`src/rtl/exec_sequencer.sv`:
```
// exec_sequencer: four-state instruction sequencer (IDLE -> DECODE -> EXECUTE
// -> WRITEBACK) that hands one instruction at a time to a decode/ALU/regfile
// datapath. Only ADD and ADDI are supported; any other opcode is dropped with
// an illegal pulse.
//
// Build option:
//   EXEC_SEQ_PERF_EN  defined   -> retired_cnt counts retire pulses (wraps)
//                     undefined -> retired_cnt is tied to zero, no counter flops
//
// State table
//   state       | meaning
//   ------------+------------------------------------------------------------
//   S_IDLE      | waiting for an instruction, instr_ready high
//   S_DECODE    | ir holds the instruction; opcode checked, operand selects set
//   S_EXECUTE   | one cycle for the ALU to settle
//   S_WRITEBACK | register write and retire on exit
//
// The reg_write / retire / illegal pulses are decoded from the current state
// and stall: they must appear in the cycle the state is actually left, which
// a stall can postpone, so they cannot be precomputed a cycle early.

module exec_sequencer #(
   parameter int DATA_W = 32,
   parameter int CNT_W  = 16
) (
   input  logic              clk,
   input  logic              rst_n,
   input  logic              instr_valid,
   input  logic [DATA_W-1:0] instr,
   output logic              instr_ready,
   input  logic              stall,
   output logic [DATA_W-1:0] ir,
   output logic              alu_src,
   output logic [1:0]        alu_op,
   output logic [4:0]        wr_reg,
   output logic              reg_write,
   output logic              retire,
   output logic              illegal,
   output logic              busy,
   output logic [CNT_W-1:0]  retired_cnt
);

   typedef enum logic [1:0] {
      S_IDLE      = 2'd0,
      S_DECODE    = 2'd1,
      S_EXECUTE   = 2'd2,
      S_WRITEBACK = 2'd3
   } state_t;

   localparam logic [5:0] OP_ADD  = 6'b000000;
   localparam logic [5:0] OP_ADDI = 6'b001000;

   localparam logic [1:0] ALU_OP_ADD  = 2'b10;
   localparam logic [1:0] ALU_OP_ADDI = 2'b00;

   state_t     state;
   logic [5:0] opcode;
   logic [4:0] fld_rt;
   logic [4:0] fld_rd;
   logic       op_legal;

   assign opcode = ir[31:26];
   assign fld_rt = ir[20:16];
   assign fld_rd = ir[15:11];

   assign op_legal = (opcode == OP_ADD) || (opcode == OP_ADDI);

   // Handshake and exit pulses decoded from the current state.
   assign instr_ready = (state == S_IDLE);
   assign illegal     = (state == S_DECODE) && !stall && !op_legal;
   assign retire      = (state == S_WRITEBACK) && !stall;
   // Register 0 is never written; the instruction still retires.
   assign reg_write   = retire && (wr_reg != 5'd0);

   // Sequencer FSM with registered instruction, operand selects and busy.
   always_ff @(posedge clk or negedge rst_n) begin
      if (!rst_n) begin
         state   <= S_IDLE;
         ir      <= '0;
         alu_src <= 1'b0;
         alu_op  <= 2'b00;
         wr_reg  <= 5'd0;
         busy    <= 1'b0;
      end else begin
         unique case (state)
            S_IDLE: begin
               // stall is deliberately not looked at here
               if (instr_valid) begin
                  ir    <= instr;
                  state <= S_DECODE;
                  busy  <= 1'b1;
               end
            end
            S_DECODE: begin
               if (!stall) begin
                  if (opcode == OP_ADD) begin
                     alu_src <= 1'b0;
                     alu_op  <= ALU_OP_ADD;
                     wr_reg  <= fld_rd;
                     state   <= S_EXECUTE;
                  end else if (opcode == OP_ADDI) begin
                     alu_src <= 1'b1;
                     alu_op  <= ALU_OP_ADDI;
                     wr_reg  <= fld_rt;
                     state   <= S_EXECUTE;
                  end else begin
                     // dropped: operand selects keep their previous values
                     state <= S_IDLE;
                     busy  <= 1'b0;
                  end
               end
            end
            S_EXECUTE: begin
               if (!stall) begin
                  state <= S_WRITEBACK;
               end
            end
            S_WRITEBACK: begin
               if (!stall) begin
                  state <= S_IDLE;
                  busy  <= 1'b0;
               end
            end
            default: begin
               state <= S_IDLE;
               busy  <= 1'b0;
            end
         endcase
      end
   end

`ifdef EXEC_SEQ_PERF_EN
   logic [CNT_W-1:0] retire_count;

   // Retired-instruction counter; wraps naturally at 2^CNT_W.
   always_ff @(posedge clk or negedge rst_n) begin
      if (!rst_n) begin
         retire_count <= '0;
      end else if (retire) begin
         retire_count <= retire_count + 1'b1;
      end
   end

   assign retired_cnt = retire_count;
`else
   assign retired_cnt = '0;
`endif

endmodule

```
`config.mk`:
```
export PLATFORM = sky130hd
export DESIGN_NAME = exec_sequencer
export DESIGN_NICKNAME = d
export VERILOG_FILES = /design/src/rtl/exec_sequencer.sv
export SDC_FILE = /design/constraint.sdc
export NUM_CORES = 1
export LEC_CHECK = 0
export CORE_ASPECT_RATIO = 1.2
export CORE_UTILIZATION = 35
export CTS_BUF_LIST = sky130_fd_sc_hd__clkbuf_8 sky130_fd_sc_hd__clkbuf_16
export DETAILED_ROUTE_END_ITERATION = 7
export DONT_BUFFER_PORTS = 1
export SYNTH_ARGS = -nofsm -noshare
export SYNTH_HDL_FRONTEND = slang
export SYNTH_SLANG_ARGS = --single-unit
```
`constraint.sdc`:
```
create_clock -name clk -period 1.9 [get_ports clk]
set_clock_uncertainty 0.1 [all_clocks]
set_input_delay 0.38 -clock clk [delete_from_list [all_inputs] [get_ports clk]]
set_output_delay 0.38 -clock clk [all_outputs]
set_load 0.02 [all_outputs]
```
==> impl_metrics.env <==
export IMPL_grt_use_total=0.136
export IMPL_synth_enable_flop_cells=0
export IMPL_cts_path_max_buffers=2
export IMPL_layout_drive_gt1_share=0.514
export IMPL_powerDensity_nw_per_um2=1860
export IMPL_die_y_um=81.3
export IMPL_slew_violations=0
export IMPL_synth_commonest_cells="mux2_2, dfrtp_1, buf_4"
export IMPL_end_kind="output pin"
export IMPL_drtIter0Drc=24
export IMPL_fin_ws_ns=-0.115
export IMPL_diodes=0
export IMPL_r2r_end="wr_reg[3]$_DFFE_PN0P_"
export IMPL_multiInputGateArea_um2=703
export IMPL_required_ns=1.42
export IMPL_rows=28
export IMPL_hpwl_um=2620
export IMPL_relSlewSlack=0.639
export IMPL_coreArea_um2=4970
export IMPL_drtPass1Iterations=2
export IMPL_yosys_area_top_type="dfrtp_1"
export IMPL_leakagePower_nw=0.937
export IMPL_drc_errors=0
export IMPL_largest_reg_flops=32
export IMPL_fin_nets=183
export IMPL_synth_top_cells_by_area="dfrtp_1, mux2_2, buf_4"
export IMPL_htree_levels=2
export IMPL_post_place_ws_ns=0.0249
export IMPL_port_buffers=0
export IMPL_ys_seq_area_frac=0.573
export IMPL_syn_avg_cell_area_um2=14.3
export IMPL_crit_fanout=2
export IMPL_status="finished with violations"
export IMPL_via_per_inst=4.91
export IMPL_ys_ff_latch=42
export IMPL_reg2reg_slack_ns=-0.06
export IMPL_synthCells=128
export IMPL_overflow=0
export IMPL_rsz0062_at_grt="yes"
export IMPL_synth_area_um2=1830
export IMPL_die_w_um=68.1
export IMPL_ys_flop_type="dfrtp_1"
export IMPL_startpoint_type="register"
export IMPL_worst_pin_slew_ns=0.542
export IMPL_vias=1021
export IMPL_post_synth_top_count_cell="mux2_2"
export IMPL_clock_root_buffer="clkbuf_8"
export IMPL_ys_warn_count=0
export IMPL_grt_max_degree=43
export IMPL_antenna_found_initial=0
export IMPL_tritoncts="done"
export IMPL_max_cap_violations=0
export IMPL_async_flop_share=1.00
export IMPL_hold_path_depth=1
export IMPL_fin_util=0.420
export IMPL_fmax_mhz=496
export IMPL_numClockSinks=42
export IMPL_worstHoldStart="instr[14]"
export IMPL_synth_distinct_cells=21
export IMPL_grt_pass1_wl_um=5330
export IMPL_violations="setup timing"
export IMPL_nFillCells=482
export IMPL_path_clk_slew_ns=0.08
export IMPL_hold_class="input port to register"
export IMPL_r2r_start="ir[26]$_DFFE_PN0P_"
export IMPL_ant_nets=0
export IMPL_die_area_um2=5530
export IMPL_post_synth_top_area_fraction=0.573
export IMPL_drt_total_wl_um=3470
export IMPL_seq_area_um2=1050
export IMPL_setup_violations_final=8
export IMPL_min_to="ir[14]$_DFFE_PN0P_"
export IMPL_cp_arrival_ns=1.54
export IMPL_hold_viol=0
export IMPL_period_minus_slack_ns=2.02
export IMPL_clk_latency_ns=0.29
export IMPL_routedWlPerCell_um=16.7
export IMPL_grt_pass1_vias=1091
export IMPL_area_delta_synth_final_pct=13.9
export IMPL_io_pins=97
export IMPL_total_power_mw=3.89
export IMPL_gp_congestion=0.649
export IMPL_criticalPathCategory="register to output pin"
export IMPL_fin_crit_sh=1.06
export IMPL_initial_core_util=0.368
export IMPL_cts_buffers=5
export IMPL_reg2regPathDepth=5
export IMPL_max_vdd_ir_drop_mv=0.731
[final cells by class]
| cell class | count | share of cell area |
|---|---|---|
| Clock buffer | 6 | 0.0396 |
| Clock inverter | 2 | 0.00420 |
| Inverter | 1 | 0.00180 |
| Multi-Input combinational cell | 78 | 0.337 |
| Sequential cell | 42 | 0.504 |
| Tap cell | 60 | 0.0360 |
| Timing Repair Buffer | 19 | 0.0773 |
[what timing repair did]
| action | in CTS | in global routing |
|---|---|---|
| hold buffers | 2 | 0 |
| gates resized for setup | 6 | 0 |
| endpoints found under the setup margin | 2 | 8 |
| pin swaps | 1 | 0 |
| buffers inserted | 2 | 0 |
| hold endpoints to repair | 42 | 0 |
[power by group]
group          switching, mW  internal (mW)
Clock                  0.288          0.288
Combinational          0.512          0.678
Sequential             0.791           1.33
[worst max-delay path, stage by stage (launching register included)]
cell	delay, ns
dfrtp_1	0.38
or4_4	0.54
nor2_2	0.10
nor3_1	0.05
buf_4	0.17
[per-stage QoR]
stage | setup TNS (ns) | std cells | hold WS [ns] | cell area (um2)
finish | -0.469 | 208 | 0.137 | 2090
global route | -0.969 | 208 | 0.114 | 2090
CTS | -0.469 | 208 | 0.127 | 2090
detailed placement | 0 | 196 | -0.0149 | 1930
global placement | 0 | 196 | -0.0148 | 1930
floorplan | -0.350 | 144 | -0.0156 | 1900
[how the worst max path moves through the flow]
stage	slack [ns]	to	start	cells past startpoint
5_1_grt	-0.17	illegal	ir[26]$_DFFE_PN0P_	4
3_5_place_dp	0.02	alu_src$_DFFE_PN0P_	ir[31]$_DFFE_PN0P_	4
6_report	-0.12	illegal	ir[26]$_DFFE_PN0P_	4
3_3_place_gp	0.07	wr_reg[1]$_DFFE_PN0P_	ir[31]$_DFFE_PN0P_	4
4_1_cts	-0.14	illegal	ir[26]$_DFFE_PN0P_	4
2_1_floorplan	-0.06	alu_src$_DFFE_PN0P_	ir[31]$_DFFE_PN0P_	3
[cell usage in the layout (no fill, tap or decap), drive strengths merged]
cell type,n
nor3,1
buf,18
clkbuf,6
o31ai,1
dfrtp,42
inv,2
a21o,2
nor2b,1
nor4,1
mux2,43
mux2i,1
clkinv,1
and2,2
nor2,3
dlygate4sd3,1
nand2b,1
a21oi,1
o21a,2
or4,2
conb,17
[cell families after synthesis]
logic type             count (synthesis)  share of synthesized area
multiplexers                          44                      0.270
flip-flops                            42                      0.573
buffers and inverters                 24                     0.0867
AND/OR/NAND/NOR                       11                     0.0444
AO/OA/AOI/OAI                          6                     0.0239
other                                  1                    0.00205
[layer usage]
layer	share of wire	vias up	track usage
met3	0.077	8	0.0590
met5	0	-	0
met2	0.56	59	0.243
met4	0.018	0	0.0563
met1	0.35	509	0.133
li1	-	445	-
Note: power is estimated with default switching activity, not from simulation.
